===== config.mk =====
export PLATFORM = sky130hd
export DESIGN_NAME = jt12_syn_wrdec_flat
export DESIGN_NICKNAME = d
export VERILOG_FILES = /design/src/rtl/jt12_syn_wrdec_if.sv /design/src/rtl/jt12_syn_wrdec.sv /design/src/flat_wrapper.sv
export SDC_FILE = /design/constraint.sdc
export NUM_CORES = 1
export LEC_CHECK = 0
export ABC_AREA = 1
export BUFFER_PORTS_ARGS = -buffer_cell sky130_fd_sc_hd__buf_2
export CAP_MARGIN = 10
export CORE_MARGIN = 1
export CORE_UTILIZATION = 62
export DETAILED_ROUTE_END_ITERATION = 6
export PLACE_DENSITY = 0.9
export SKIP_CTS_REPAIR_TIMING = 1
export SLEW_MARGIN = 40
export SYNTH_ARGS = -nofsm -noshare
export SYNTH_HDL_FRONTEND = slang
export SYNTH_SLANG_ARGS = --single-unit

===== constraint.sdc =====
create_clock -name clk -period 3 [get_ports clk]
set_input_delay 0.6 -clock clk [delete_from_list [all_inputs] [get_ports clk]]
set_output_delay 0.6 -clock clk [all_outputs]
set_load 0.02 [all_outputs]

===== src/rtl/jt12_syn_wrdec_if.sv =====
// jt12_syn_wrdec_if
//   Bundles the synthesizer-side write bus: the synchronized CPU write
//   request (syn_write/syn_addr/syn_din), the busy line back to the CPU,
//   the register-file write strobe outputs and the queue overflow flag.
//
// Modports:
//   master - CPU/test side: drives syn_write, syn_addr, syn_din, ovf_clr;
//            observes syn_busy, wr_stb, wr_part, wr_reg, wr_data, ovf.
//   slave  - decoder side (jt12_syn_wrdec): the mirror image.
interface jt12_syn_wrdec_if;
  logic       syn_write;
  logic [1:0] syn_addr;
  logic [7:0] syn_din;
  logic       syn_busy;
  logic       wr_stb;
  logic       wr_part;
  logic [7:0] wr_reg;
  logic [7:0] wr_data;
  logic       ovf;
  logic       ovf_clr;

  modport master (
    output syn_write, syn_addr, syn_din, ovf_clr,
    input  syn_busy, wr_stb, wr_part, wr_reg, wr_data, ovf
  );

  modport slave (
    input  syn_write, syn_addr, syn_din, ovf_clr,
    output syn_busy, wr_stb, wr_part, wr_reg, wr_data, ovf
  );
endinterface


===== src/rtl/jt12_syn_wrdec.sv =====
// jt12_syn_wrdec
//   Synthesizer-side write decoder. Every level change on syn_write is one
//   CPU write; the accompanying address/data bytes are captured and turned
//   into single-cycle register-file write strobes. Address-port writes only
//   update the per-part register selector, data-port writes strobe
//   (part, selected register, value). syn_busy is held high for
//   BUSY_CYCLES clocks per processed write.
//
// Parameters:
//   BUSY_CYCLES - clocks busy stays high per write, strobe cycle included (2..255)
//   FIFO_DEPTH  - write queue depth, power of two 2..16 (JT12_WRFIFO_EN only)
//
// Ports:
//   clk   - synthesizer clock, posedge
//   rst_n - asynchronous active-low reset
//   bus   - jt12_syn_wrdec_if.slave: syn_write/syn_addr/syn_din/ovf_clr in,
//           syn_busy/wr_stb/wr_part/wr_reg/wr_data/ovf out
//
// Optional feature macro: JT12_WRFIFO_EN
//   defined   - captured writes queue in a FIFO_DEPTH-entry FIFO; a write
//               arriving on a full queue is dropped and sets sticky ovf.
//   undefined - single holding register, latest write wins; ovf tied to 0.
module jt12_syn_wrdec #(
  parameter int BUSY_CYCLES = 32,
  parameter int FIFO_DEPTH  = 4
) (
  input  logic           clk,
  input  logic           rst_n,
  jt12_syn_wrdec_if.slave bus
);

  typedef enum logic [1:0] {IDLE, APPLY, HOLD} state_t;

  // The APPLY cycle is the first busy clock, so HOLD covers the remaining
  // BUSY_CYCLES-1 clocks: counting down from BUSY_CYCLES-2 to 0 inclusive.
  localparam logic [7:0] HOLD_LOAD = 8'(BUSY_CYCLES - 2);

  logic       sync1, sync2, hist;
  logic [2:0] arm_cnt;
  logic       armed, edge_ok;
  logic [9:0] new_ent;
  logic       q_pending;
  logic       take;
  logic [9:0] take_ent;
  logic       stb_next;

  state_t     state, state_next;
  logic [7:0] hold_cnt, hold_next;

  logic       busy_r, stb_r, part_r;
  logic [7:0] reg_r, data_r;
  logic [7:0] sel [2];

  // Two-flop synchronizer plus history flop. History always follows sync2,
  // so whatever level syn_write had through reset has settled before the
  // arm counter lets edges through.
  always_ff @(posedge clk or negedge rst_n) begin
    if (!rst_n) begin
      sync1   <= 1'b0;
      sync2   <= 1'b0;
      hist    <= 1'b0;
      arm_cnt <= 3'd0;
    end else begin
      sync1 <= bus.syn_write;
      sync2 <= sync1;
      hist  <= sync2;
      if (arm_cnt != 3'd4)
        arm_cnt <= arm_cnt + 3'd1;
    end
  end

  assign armed   = (arm_cnt == 3'd4);
  assign edge_ok = armed & (sync2 ^ hist);
  // Entry layout: {part, port, byte}
  assign new_ent = {bus.syn_addr[1], bus.syn_addr[0], bus.syn_din};

`ifdef JT12_WRFIFO_EN
  localparam int AW = $clog2(FIFO_DEPTH);

  logic [9:0]  mem [FIFO_DEPTH];
  logic [AW:0] rd_ptr, wr_ptr;
  logic        empty, full, pop, push, drop;
  logic        ovf_r;

  assign empty = (rd_ptr == wr_ptr);
  assign full  = (rd_ptr[AW] != wr_ptr[AW]) && (rd_ptr[AW-1:0] == wr_ptr[AW-1:0]);
  // Taking with an empty queue means the edge is being consumed directly
  // (edge coinciding with the end of HOLD), so it bypasses the storage.
  assign pop       = take & ~empty;
  assign push      = edge_ok & ~(take & empty) & (~full | pop);
  assign drop      = edge_ok & full & ~pop;
  assign q_pending = ~empty;
  assign take_ent  = empty ? new_ent : mem[rd_ptr[AW-1:0]];

  always_ff @(posedge clk) begin
    if (push)
      mem[wr_ptr[AW-1:0]] <= new_ent;
  end

  // Overflow set wins over a same-cycle clear.
  always_ff @(posedge clk or negedge rst_n) begin
    if (!rst_n) begin
      rd_ptr <= '0;
      wr_ptr <= '0;
      ovf_r  <= 1'b0;
    end else begin
      if (pop)
        rd_ptr <= rd_ptr + 1'b1;
      if (push)
        wr_ptr <= wr_ptr + 1'b1;
      if (drop)
        ovf_r <= 1'b1;
      else if (bus.ovf_clr)
        ovf_r <= 1'b0;
    end
  end

  assign bus.ovf = ovf_r;
`else
  logic [9:0] hold_ent;
  logic       hold_vld;
  logic       unused_cfg;

  // A fresh edge always supersedes a not-yet-applied entry.
  assign q_pending = hold_vld;
  assign take_ent  = edge_ok ? new_ent : hold_ent;

  always_ff @(posedge clk or negedge rst_n) begin
    if (!rst_n) begin
      hold_ent <= 10'd0;
      hold_vld <= 1'b0;
    end else if (take) begin
      hold_vld <= 1'b0;
    end else if (edge_ok) begin
      hold_ent <= new_ent;
      hold_vld <= 1'b1;
    end
  end

  assign bus.ovf    = 1'b0;
  assign unused_cfg = bus.ovf_clr ^ FIFO_DEPTH[0];
`endif

  // Next-state logic. IDLE only acts on stored entries; at the end of HOLD a
  // same-cycle edge is also accepted so back-to-back writes leave no gap.
  always_comb begin
    state_next = state;
    hold_next  = hold_cnt;
    take       = 1'b0;
    case (state)
      IDLE: begin
        if (q_pending) begin
          take       = 1'b1;
          state_next = APPLY;
        end
      end
      APPLY: begin
        hold_next  = HOLD_LOAD;
        state_next = HOLD;
      end
      HOLD: begin
        if (hold_cnt != 8'd0) begin
          hold_next = hold_cnt - 8'd1;
        end else if (q_pending | edge_ok) begin
          take       = 1'b1;
          state_next = APPLY;
        end else begin
          state_next = IDLE;
        end
      end
      default: state_next = IDLE;
    endcase
    stb_next = take & take_ent[8];
  end

  // The APPLY actions are registered on the transition into APPLY, so the
  // strobe and busy are visible during the APPLY cycle itself.
  always_ff @(posedge clk or negedge rst_n) begin
    if (!rst_n) begin
      state    <= IDLE;
      hold_cnt <= 8'd0;
      busy_r   <= 1'b0;
      stb_r    <= 1'b0;
      part_r   <= 1'b0;
      reg_r    <= 8'd0;
      data_r   <= 8'd0;
      sel[0]   <= 8'd0;
      sel[1]   <= 8'd0;
    end else begin
      state    <= state_next;
      hold_cnt <= hold_next;
      busy_r   <= (state_next != IDLE) | q_pending;
      stb_r    <= stb_next;
      if (take) begin
        if (take_ent[8]) begin
          part_r <= take_ent[9];
          reg_r  <= sel[take_ent[9]];
          data_r <= take_ent[7:0];
        end else begin
          sel[take_ent[9]] <= take_ent[7:0];
        end
      end
    end
  end

  assign bus.syn_busy = busy_r;
  assign bus.wr_stb   = stb_r;
  assign bus.wr_part  = part_r;
  assign bus.wr_reg   = reg_r;
  assign bus.wr_data  = data_r;

endmodule


===== src/flat_wrapper.sv =====
// flat-port wrapper written by rule: the top's interface ports become plain ports
module jt12_syn_wrdec_flat 
#(
  parameter int BUSY_CYCLES = 32,
  parameter int FIFO_DEPTH  = 4
)
  (clk, rst_n, bus_syn_write, bus_syn_addr, bus_syn_din, bus_ovf_clr, bus_syn_busy, bus_wr_stb, bus_wr_part, bus_wr_reg, bus_wr_data, bus_ovf);
  jt12_syn_wrdec_if bus_i ();
  input  logic clk;
  input  logic rst_n;
  input wire logic [$bits(bus_i.syn_write)-1:0] bus_syn_write;
  input wire logic [$bits(bus_i.syn_addr)-1:0] bus_syn_addr;
  input wire logic [$bits(bus_i.syn_din)-1:0] bus_syn_din;
  input wire logic [$bits(bus_i.ovf_clr)-1:0] bus_ovf_clr;
  output wire logic [$bits(bus_i.syn_busy)-1:0] bus_syn_busy;
  output wire logic [$bits(bus_i.wr_stb)-1:0] bus_wr_stb;
  output wire logic [$bits(bus_i.wr_part)-1:0] bus_wr_part;
  output wire logic [$bits(bus_i.wr_reg)-1:0] bus_wr_reg;
  output wire logic [$bits(bus_i.wr_data)-1:0] bus_wr_data;
  output wire logic [$bits(bus_i.ovf)-1:0] bus_ovf;
  assign bus_i.syn_write = bus_syn_write;
  assign bus_i.syn_addr = bus_syn_addr;
  assign bus_i.syn_din = bus_syn_din;
  assign bus_i.ovf_clr = bus_ovf_clr;
  assign bus_syn_busy = bus_i.syn_busy;
  assign bus_wr_stb = bus_i.wr_stb;
  assign bus_wr_part = bus_i.wr_part;
  assign bus_wr_reg = bus_i.wr_reg;
  assign bus_wr_data = bus_i.wr_data;
  assign bus_ovf = bus_i.ovf;
  jt12_syn_wrdec #(.BUSY_CYCLES(BUSY_CYCLES), .FIFO_DEPTH(FIFO_DEPTH)) u_core (.clk(clk), .rst_n(rst_n), .bus(bus_i));
endmodule

Word level (Yosys, flattened, before mapping)
Cells that the tools add are included.
Operators by class
  bitwise logic cells: 7
  mux-type cells: 19
  add/subtract/negate cells: 2
  eq/ne operators: 5
  order comparisons: 2
  reductions and logical operators: 9
Operators by type and width (number)
  $mux W8: 5
  $bwmux W16: 1
  $pmux W8 S2: 1
  $mux W10: 1
  $demux W8 S1: 1
  $reduce_bool A8 Y1: 1
  $sub A8 B1 Y8 const B: 1
  $mux W1: 6
  $pmux W2 S3: 1
  $reduce_and A2 Y1: 3
  $reduce_bool A2 Y1: 3
  $mux W2: 2
  $add A3 B1 Y3 const B: 1
  $eq A3 B3 Y1 const B: 1
  $ne A3 B3 Y1 const B: 1
  $and A1 B1 Y1: 2
  $eq A2 B1 Y1 const B: 1
  $eq A2 B2 Y1 const B: 1
  $ge A2 B2 Y1 const B: 1
  $logic_not A2 Y1: 1
  $lt A2 B1 Y1 const B: 1
  $ne A2 B1 Y1 const B: 1
  $not A1 Y2: 1
  $or A1 B1 Y1: 2
  other kinds (4): 4
Word-level totals
  bits of input ports: 14
  output and inout port bits: 20
  logic and storage cells: 59
  flip-flop bits (word level): 62

Longest topological paths before layout
Gate-level depths: netlist (run 1).
  depth after elaboration: 9
  gate-level depth with buffers: 12
  gate-level depth less buffers: 12

Worst setup path after synthesis (run 1)
No wires, ideal clock.
  path type: reg2reg
  start point: register u_core.arm_cnt[0]
  end point: register u_core.sel[8] (netlist name)
  setup time: 0.117 ns
  required time: 2.883 ns
  stages on the path, launching flop included: 12
  path buffers: 1
  clock period less this slack: 1.600 ns
  slack: 1.400 ns
  data arrival time: 1.483 ns
  cells stage by stage: dfrtp_1 -> inv_1 -> ha_1 -> nand2_2 -> inv_2 -> nand3_4 -> buf_6 -> nand2_1 -> nand2_2 -> nand3_2 -> nand2_1 -> nand2_1
On the way
  word-level cells in the longest chain between the ends: 9
  elaborated cells on any way between the ends: 16
  classes of those cells: 2 x order compare; 1 x eq/ne; 7 x mux; 4 x bitwise; 2 x reduce/logical
RTL lines
  from (decl): line jt12_syn_wrdec.sv:39  | logic [2:0] arm_cnt;
  from (signal assigned): line jt12_syn_wrdec.sv:68  | arm_cnt <= arm_cnt + 3'd1;
  $eq A3 B3 Y1 (*): line jt12_syn_wrdec.sv:72  | assign armed = (arm_cnt == 3'd4);
  $and A1 B1 Y1 (*): line jt12_syn_wrdec.sv:73  | assign edge_ok = armed & (sync2 ^ hist);
  $mux W10: line jt12_syn_wrdec.sv:126  | assign take_ent = edge_ok ? new_ent : hold_ent;
  $not A1 Y2 (implied by the code): line jt12_syn_wrdec.sv:200  | sel[take_ent[9]] <= take_ent[7:0];
  $ge A2 B2 Y1 (implied by the code) or $lt A2 B1 Y1 (tied branches): line jt12_syn_wrdec.sv:200
  $logic_and A1 B1 Y1 (implied by the code): line jt12_syn_wrdec.sv:200
  $mux W8 (implied by the code): line jt12_syn_wrdec.sv:200
  $demux W8 S1: line jt12_syn_wrdec.sv:200
  $bwmux W16: line jt12_syn_wrdec.sv:200
  to (signal, indexed assignment): line jt12_syn_wrdec.sv:200
  to (decl): line jt12_syn_wrdec.sv:52  | logic [7:0] sel [2];
Mark *: on every way between the ends. The rest lies on a longest branch, timed or not.
A chain may end at the register's enable or synchronous reset.

Worst setup path in the final report (run 1)
  start point: register u_core.arm_cnt[0]
  end point: register u_core.reg_r[4] (netlist: u_core.bus.wr_reg[4])
On the way
  word-level cells in the longest chain between the ends: 7
  elaborated cells on any way between the ends: 12
  classes of those cells: 1 x eq/ne; 7 x mux; 3 x bitwise; 1 x reduce/logical
RTL lines
  $eq A3 B3 Y1 (*): line jt12_syn_wrdec.sv:72
  $and A1 B1 Y1 (*): line jt12_syn_wrdec.sv:73
  $or A1 B1 Y1 or $mux W10 (tied branches): line jt12_syn_wrdec.sv:164, jt12_syn_wrdec.sv:126
  $mux W1 or $not A1 Y2 (tied branches): line jt12_syn_wrdec.sv:164, jt12_syn_wrdec.sv:197
  $mux W1 or $mux W8 (tied branches): line jt12_syn_wrdec.sv:162, jt12_syn_wrdec.sv:197
  $pmux W1 S2 or $mux W8 (tied branches): line jt12_syn_wrdec.sv:150, jt12_syn_wrdec.sv:197
  $reduce_and A2 Y1 (no source line) or $mux W8 (tied branches)
  to (signal assigned): line jt12_syn_wrdec.sv:197  | reg_r <= sel[take_ent[9]];
  to (decl): line jt12_syn_wrdec.sv:51  | logic [7:0] reg_r, data_r;
Mark *: on every way between the ends. The rest lies on a longest branch, timed or not. The select of a mux whose other input is x is not followed.

==> metrics, run 1 <==
largest registers u_core.sel (16), u_core.hold_ent (10); number of global-route vias before repair 2015; mux contribution to synthesized area 0%; CTS tree done; H-tree levels 3; TNS Setup 0 ns; final hold viol count 0; root buffer cell clkbuf_8; library cells used by synthesis 29; Fillers 325; Final #Nets 382; Synth Area in Compound Gates 6.20%; syn_nets 349; Max Buffers Root-to-Sink 2; Synth Area in Simple Gates 28.5%; CP Buf/Inv Count 3; CP Launch Type flip-flop; CP startpoint u_core.arm_cnt[0]; area of the mapped netlist 0.00286 sq mm; CP endpoint u_core.bus.wr_reg[4]; clk sinks 62; Ports 34; antenna viol nets, final 0; Post-Place Worst Slack 0.783 ns; layout cells sized above 1 16.8%; Comb pwr share 35.3%; Routed WL 5270 microns; largest family of logic cells by synthesized area simple AND/OR/NAND/NOR gates; Crit. End Element flip-flop; Largest register FFs 16; HPWL after DPL 3490 microns; Max Transition Viols Final 0; Max VDD drop 0.000612 V; Avg Cell Area, Syn 8.63 sq um; Setup violations, final 0; synth cell count leaders 141 x nand2_1, 62 x dfrtp_1, 29 x inv_1; DRC violations left 0; worst-skew pair later-pin latency 0.34 ns; Critical Path Slowest Stage Cell dfrtp_1; antenna violations before repair 0; Synth Area in XOR/XNOR 1.22%; Max Clock Freq 449 MHz; synth warn 0; crit path kind reg2reg; Overall Global Routing Usage 24.4%; WP data required 3.28 ns; classification of the worst-slack hold path in2async; worst-path fanout max 41; largest cells by area after synthesis dfrtp_1 54%, nand2_1 18%, inv_1 3.8%, nand4_1 3.7%, o21ai_0 3.1%; DR vias 2216; slew margin rel. 66.6%; Worst R2R End u_core.bus.wr_reg[4]; pin count of the biggest net entering global routing 42; post-route minimum period 2.23 ns; post-synthesis register bit count 62; Sw Share 39.1%; Switch Pwr 1.24 mW; RSZ-0062 raised after global routing no; Worst-Margin Slew 0.499 ns; CP Depth 12; Die Y 70.0 microns; 1st-iter DRT viols 141; Tcrit/Tclk final 74.2%; Ant. Diodes 0; Pint 1.92 mW; final RePlAce weighted congestion 0.846; DR WL/cell 12.5 microns; clock-pin slew on the worst setup and hold paths 0.07 ns; number of vias per cell 5.28; first-pass GRT wire length 9150 microns; run status finished, final reports clean; Starting Density 65.3%; Sequential Power Share 42.1%; most frequent cell after synthesis nand2_1; post-synthesis sequential area ratio 54.2%; CORE AREA 0.00438 sq mm; Post-synth EDFFs 0; CP delay by family, top simple AND/OR/NAND/NOR gates; final setup margin 0.775 ns; top cell type's share of synthesized area 54.2%; PortBufs 31; num rows 24; Die ar. 0.00490 sq mm; RR Startpoint u_core.arm_cnt[0]; FF-to-FF path depth 12; Critical Path, Cell by Cell inv_1 > ha_1 > nand2_2 > inv_2 > nand3_4 > nand2_2 > nand3_2 > nand2_4 > nand2_4 > inv_2 > nand2_1 > nand2_1; area post-placement 0.00299 sq mm; commonest register cell after synthesis dfrtp_1; Max stage delay on crit path 0.40 ns; pwr dens 996 mW/mm^2; Mapped Cells 332; grt ovf 0; Pre-antenna DRT Iters 4; Most flops, register u_core.sel; area grow syn2layout 10.8%; reg2reg setup slack 0.77 ns; Post-Route Utilization 72.4%; die width 70.0 microns; Clock Skews 0.00946 ns; Post-synth ARST share 100%; Max Cap Viol 0; Lkg Pwr 1.73 nW; CTS buffer count 9; Adder-Cell Fraction of Synth Area 1.31%; Worst Path Arrival 2.50 ns; Clk network pwr share 22.6%; Final Cell Area 0.00317 sq mm; largest area contributor in the netlist dfrtp_1
==> power groups by stage <==
| stage | combinational (mW) | clock, mW | sequential [mW] |
|---|---|---|---|
| final | 1.11 | 0.715 | 1.33 |
| after global routing | 1.26 | 0.763 | 1.37 |
| after CTS | 1.12 | 0.725 | 1.33 |
| after detailed placement | 1.11 | 0 | 1.34 |
| after global placement | 1.07 | 0 | 1.32 |
| after floorplan | 0.821 | 0 | 1.43 |
==> cell usage in the layout (no fill, tap or decap) <==
cell type  count
a21oi_1        1
a22oi_1        1
buf_2         31
buf_4          3
bufinv_16      1
clkbuf_1       2
clkbuf_8      11
clkinv_2       1
conb_1         1
dfrtp_1       62
ha_1           3
inv_1         29
inv_2          2
nand2_1      141
nand2_2        3
nand2_4        2
nand3_1        6
nand3_2        3
nand3_4        1
nand4_1       17
nor2_1         9
nor2_2         1
nor2_4         1
nor3_1         2
o21ai_0       18
o21ai_1       10
o21ai_2        1
o21ai_4        1
xnor2_1        3
xor2_1         1
==> worst register-to-register path: cells and delay by family (launching register included) <==
family,cells,cell delay (ns)
adders and majority gates,1,0.15
and+or+nand+nor,8,1.26
DFF,1,0.40
buffers and inverters,3,0.37
==> kinds of logic after synthesis <==
family	Yosys count
AOI/OAI and AO/OA	32
and+or+nand+nor	186
other	1
xor gates and xnor gates	4
DFF	62
buffers and inverters	44
adders and majority gates	3
==> layout make-up <==
type	instances	area, sq um	share of cell area, %
inverter	32	121	3.82
clock buffer	13	159	5.01
tap	52	65.1	2.05
sequential	62	1550	48.9
clock inverter	1	30.0	0.946
timing repair buffer	34	178	5.60
multi-input combinational	226	1070	33.7
==> per-layer routing <==
layer / global-route usage (%) / part of all wire (%) / vias to the layer above / wire, microns
met1: 32.3 / 46 / 1031 / 2400
met3: 8.80 / 6.2 / 8 / 325
met5: 0 / 0 / - / 0
met2: 37.9 / 47 / 62 / 2480
met4: 7.56 / 1.3 / 0 / 67
li1: - / - / 1115 / -
==> how the worst min path moves through the flow <==
stage / startpoint / to / slack, ns
floorplan: rst_n / u_core.arm_cnt[0] / 0.30
global placement: u_core.sync1 / u_core.sync2 / 0.34
detailed placement: u_core.sync1 / u_core.sync2 / 0.34
CTS: rst_n / u_core.sel[6] / 0.19
global route: rst_n / u_core.sel[6] / 0.22
finish: rst_n / u_core.sel[6] / 0.19
==> per-stage QoR <==
stage          std cells  total power [mW]  hold slack [ns]
2_1_floorplan        332              2.25            0.304
3_3_place_gp         406              2.39            0.336
3_5_place_dp         406              2.45            0.337
4_1_cts              420              3.17            0.191
5_1_grt              420              3.40            0.225
6_report             420              3.16            0.191
No activity file was read; power rests on OpenSTA's default activity.
==> run 2, diff against run 1 <==
- CORE_UTILIZATION: 62 -> 52
- PLACE_DENSITY: 0.9 -> 0.81
- clock period: 3 -> 1.9 ns (I/O delays scaled with it)
==> run 2 against run 1 <==
Net effect:
- setup slack got worse by 0.66 ns
- register-to-register slack got worse by 0.66 ns
- first-iteration DRC count increased by 69%
- critical path type unchanged
- core utilization decreased by 7.0 points
- cell count increased by 7.6%
- clock skew decreased by 0.0039 ns
- largest power group unchanged
- die area increased by 19%
==> metrics, run 2 (synthesis gave the netlist of run 1 again) <==
Max stage delay on crit path 0.36 ns; antenna viol nets, final 0; area grow syn2layout 18.9%; Most flops, register u_core.sel; Ant. Diodes 0; Die Y 76.2 microns; Crit path top cell by count nand2_1; Pint 3.29 mW; Overall Global Routing Usage 20.7%; largest registers u_core.sel (16), u_core.hold_ent (10); Max Transition Viols Final 0; Comb pwr share 37.4%; met3 wire length 309 microns; worst-skew pair later-pin latency 0.34 ns; Lkg Pwr 1.82 nW; layout cells sized above 1 20.9%; Die ar. 0.00581 sq mm; final hold viol count 0; post-route minimum period 1.78 ns; Sequential Power Share 38.9%; run status finished, final reports clean; first-pass GRT wire length 9340 microns; CP Launch Type flip-flop; CP Buf/Inv Count 2; root buffer cell clkbuf_8; DR top layer met4; clk sinks 62; Critical Path Slowest Stage Cell dfrtp_1; Max Buffers Root-to-Sink 2; crit path kind reg2reg; Max Clock Freq 561 MHz; Crit. End Element flip-flop; pwr dens 1590 mW/mm^2; CTS tree done; Max VDD drop 0.000799 V; number of global-route vias before repair 2098; Final #Nets 394; Critical Path, Cell by Cell inv_1 > ha_1 > nand2_1 > nor2_1 > nand3_2 > nand2_8 > buf_8 > nand4_1 > nand2_1; HPWL after DPL 3560 microns; CTS buffer count 9; FF-to-FF path depth 9; Switch Pwr 2.12 mW; Sw Share 39.2%; WP data required 2.18 ns; most frequent cells in the layout 141 x nand2_1, 62 x dfrtp_1, 31 x buf_2; met2 WL post-DR 2850 microns; number of vias per cell 5.01; antenna violations before repair 0; grt ovf 0; DR WL/cell 12.8 microns; Routed WL 5790 microns; Tcrit/Tclk final 93.8%; Pre-antenna DRT Iters 4; non-filler instance count after layout 452; clock-pin slew on the worst setup and hold paths 0.07 ns; classification of the worst-slack hold path in2async; num rows 26; Clock Skews 0.00559 ns; Setup violations, final 0; placed instance count 431; final RePlAce weighted congestion 0.767; CORE AREA 0.00520 sq mm; die width 76.2 microns; Post-Place Worst Slack -0.00892 ns; pin count of the biggest net entering global routing 63; Max Cap Viol 0; Starting Density 55.0%; Post-Route Utilization 65.4%; worst-path fanout max 21; CP Depth 9; DR vias 2263; commonest non-fill, non-tap cell in the layout nand2_1; Clk network pwr share 23.7%; Ports 34; 1st-iter DRT viols 238; H-tree levels 3; DRC violations left 0; final setup margin 0.117 ns; Met1 Wirelength 2560 microns; PortBufs 31; Worst Path Arrival 2.07 ns; CP delay by family, top simple AND/OR/NAND/NOR gates; Largest register FFs 16
[run 2: area by class of cell]
class | count | area [sq um]
multi-input cells | 228 | 1130
well taps | 70 | 87.6
flip-flops and latches | 62 | 1550
fillers | 420 | 1800
repair buffers | 44 | 293
clock buffers | 10 | 138
clock inverters | 6 | 85.1
inverters | 32 | 124
[run 2: worst paths after layout]
| check | slack (ns) | end | startpoint |
|---|---|---|---|
| setup reg to reg | 0.12 | u_core.sel[9] | u_core.hold_cnt[0] |
| hold reg to reg | 0.36 | u_core.sync2 | u_core.sync1 |
| max in group asynchronous | 1.59 | u_core.hold_ent[3] | rst_n |
| min in group clk | 0.15 | u_core.sync1 | bus_syn_write |
| setup / recovery | 0.12 | u_core.sel[9] | u_core.hold_cnt[0] |
| hold / removal | 0.02 | u_core.sync1 | rst_n |
[run 2: stage by stage]
step	area, sq um	TNS [ns]	total power [mW]	hold WS, ns
floorplan	2860	0	3.55	0.0844
global placement	3070	0	3.85	0.334
detailed placement	3070	-0.00892	3.94	0.346
CTS	3300	-0.00108	5.24	0.0371
global route	3400	-0.0272	5.79	0.0651
finish	3400	0	5.41	0.0196
[run 2: power groups by stage]
| stage | registers [mW] | logic [mW] | clock network (mW) |
|---|---|---|---|
| finish | 2.10 | 2.02 | 1.28 |
| global route | 2.17 | 2.28 | 1.35 |
| global placement | 2.09 | 1.76 | 0 |
| floorplan | 2.26 | 1.30 | 0 |
| detailed placement | 2.12 | 1.82 | 0 |
| CTS | 2.10 | 1.83 | 1.31 |
[run 2: layer usage]
layer  vias to the layer above  track usage, %
li1                       1139               -
met1                      1050            27.3
met2                        66            32.1
met3                         8            6.11
met4                         0            8.65
met5                         -               0
[run 2: worst register-to-register path, cell delays in order, from the launching register on]
cell	delay [ns]
dfrtp_1	0.36
inv_1	0.10
ha_1	0.20
nand2_1	0.09
nor2_1	0.21
nand3_2	0.18
nand2_8	0.18
buf_8	0.18
nand4_1	0.12
nand2_1	0.09
==> run 3, diff against run 2 <==
- BUFFER_PORTS_ARGS: -buffer_cell sky130_fd_sc_hd__buf_2 -> -buffer_cell sky130_fd_sc_hd__buf_4
==> run 3 against run 2 <==
Net effect:
- non-clock buffer count is 4 lower
- flip-flop and latch count stayed put
- routed wire length is 7.2% lower
- register-to-register slack hardly changed
- die area stayed put
- cell count is 1.3% lower
- cell area is 0.77% higher
- clock power is 5% higher
- clock skew is 0.0026 ns higher
- setup slack worse by 0.014 ns
- critical path type unchanged
==> metrics, run 3 (synthesis gave the netlist of run 1 again) <==
Crit. End Element flip-flop; Die ar. 0.00581 sq mm; PortBufs 31; crit path kind reg2reg; Post-Place Worst Slack 0.0709 ns; Most flops, register u_core.sel; commonest non-fill, non-tap cell in the layout nand2_1; Pint 3.41 mW; RSZ-0062 raised after global routing yes; Sw Share 37.4%; worst hold stages 1; worst-skew pair later-pin latency 0.35 ns; Final Cell Area 0.00343 sq mm; Clock Skews 0.00814 ns; worst-path fanout max 19; DR WL/cell 12.0 microns; 1st-iter DRT viols 151; Tcrit/Tclk final 94.6%; first-pass GRT wire length 9520 microns; FF-to-FF path depth 11; antenna violations before repair 0; num rows 26; die width 76.2 microns; Max Cap Viol 0; final hold viol count 0; Ant. Diodes 0; final setup margin 0.103 ns; Comb pwr share 36.7%; number of vias per cell 5.02; Max Buffers Root-to-Sink 2; non-filler instance count after layout 446; antenna viol nets, final 0; clock-pin slew on the worst setup and hold paths 0.07 ns; WP data required 2.14 ns; Setup violations, final 0; Pre-antenna DRT Iters 4; Final #Nets 388; Max Transition Viols Final 0; TNS Setup 0 ns; post-route minimum period 1.80 ns; area grow syn2layout 19.8%; grt ovf 0; CORE AREA 0.00520 sq mm; Sequential Power Share 38.7%; layout cells sized above 1 18.6%; Max VDD drop 0.000903 V; DRC violations left 0; Largest register FFs 16; CTS tree done; classification of the worst-slack hold path in2reg; pwr dens 1590 mW/mm^2; Overall Global Routing Usage 21.3%; Worst-Margin Slew 0.504 ns; DR vias 2238; final RePlAce weighted congestion 0.809; Routed WL 5370 microns; run status finished, final reports clean; root buffer cell clkbuf_8; Die Y 76.2 microns; Switch Pwr 2.03 mW; H-tree levels 3; Ports 34; slew margin rel. 66.3%; Starting Density 55.0%; area post-placement 0.00316 sq mm; Worst Path Arrival 2.04 ns; pin count of the biggest net entering global routing 36; clk sinks 62; Lkg Pwr 1.81 nW; largest registers u_core.sel (16), u_core.hold_ent (10); Max Clock Freq 556 MHz; Fillers 425; Clk network pwr share 24.6%; CP Launch Type flip-flop; placed instance count 429; most frequent cells in the layout 141 x nand2_1, 62 x dfrtp_1, 34 x buf_4; HPWL after DPL 3630 microns; number of global-route vias before repair 2148; CTS buffer count 9
## run 3: cell types whose count changed in the layout (fill, tap and decap cells not counted), moves of 2 or more
| cell | change |
|---|---|
| clkbuf_8 | +2 |
| clkinvlp_4 | -2 |
| buf_2 | -31 |
| buf_4 | +26 |
## run 3: path summary, 6_finish.rpt
| check | from | end | slack (ns) |
|---|---|---|---|
| max | u_core.arm_cnt[0] | u_core.sel[9] | 0.10 |
| min | bus_syn_write | u_core.sync1 | 0.14 |
| max reg2reg | u_core.arm_cnt[0] | u_core.sel[9] | 0.10 |
| min reg2reg | u_core.sync1 | u_core.sync2 | 0.35 |
| max in group asynchronous | rst_n | u_core.bus.wr_reg[3] | 0.91 |
| min in group asynchronous | rst_n | u_core.bus.wr_data[7] | 0.48 |
## run 3: routing by layer
metal	global-route usage [%]	vias to the layer above	wire length (microns)
li1	-	1126	-
met1	27.4	1049	2460
met2	32.0	53	2490
met3	6.47	10	306
met4	11.9	0	119
met5	0	-	0
## run 3: per-stage QoR
stage               hold WS, ns  total power [mW]  util (%)
global route              0.124              5.85      65.9
global placement          0.322              3.97      60.7
finish                    0.135              5.44      65.9
detailed placement        0.321              4.06      60.7
floorplan                0.0844              3.55         -
CTS                     -0.0597              5.42      65.2
## run 3: power groups by stage
stage	Sequential [mW]	Clock, mW	Combinational [mW]
3_5_place_dp	2.12	0	1.94
5_1_grt	2.17	1.41	2.27
6_report	2.10	1.34	2.00
2_1_floorplan	2.26	0	1.30
4_1_cts	2.10	1.36	1.96
3_3_place_gp	2.10	0	1.87
## run 3: area by class of cell
| cell class | instances | area (sq um) | area share [%] |
|---|---|---|---|
| Timing Repair Buffer | 40 | 348 | 10.1 |
| Tap cell | 70 | 87.6 | 2.55 |
| Clock inverter | 3 | 65.1 | 1.90 |
| Sequential cell | 62 | 1550 | 45.2 |
| Multi-Input combinational cell | 226 | 1090 | 31.7 |
| Inverter | 32 | 124 | 3.61 |
| Clock buffer | 13 | 169 | 4.92 |
## run 3: critical path, stage by stage, from the launching register on
cell,delay [ns]
dfrtp_1,0.38
inv_1,0.06
ha_1,0.19
nand2_2,0.12
inv_2,0.05
nand3_4,0.14
nand2_1,0.09
o21ai_2,0.08
buf_6,0.20
nand3_2,0.21
nand2_1,0.12
nand2_1,0.05
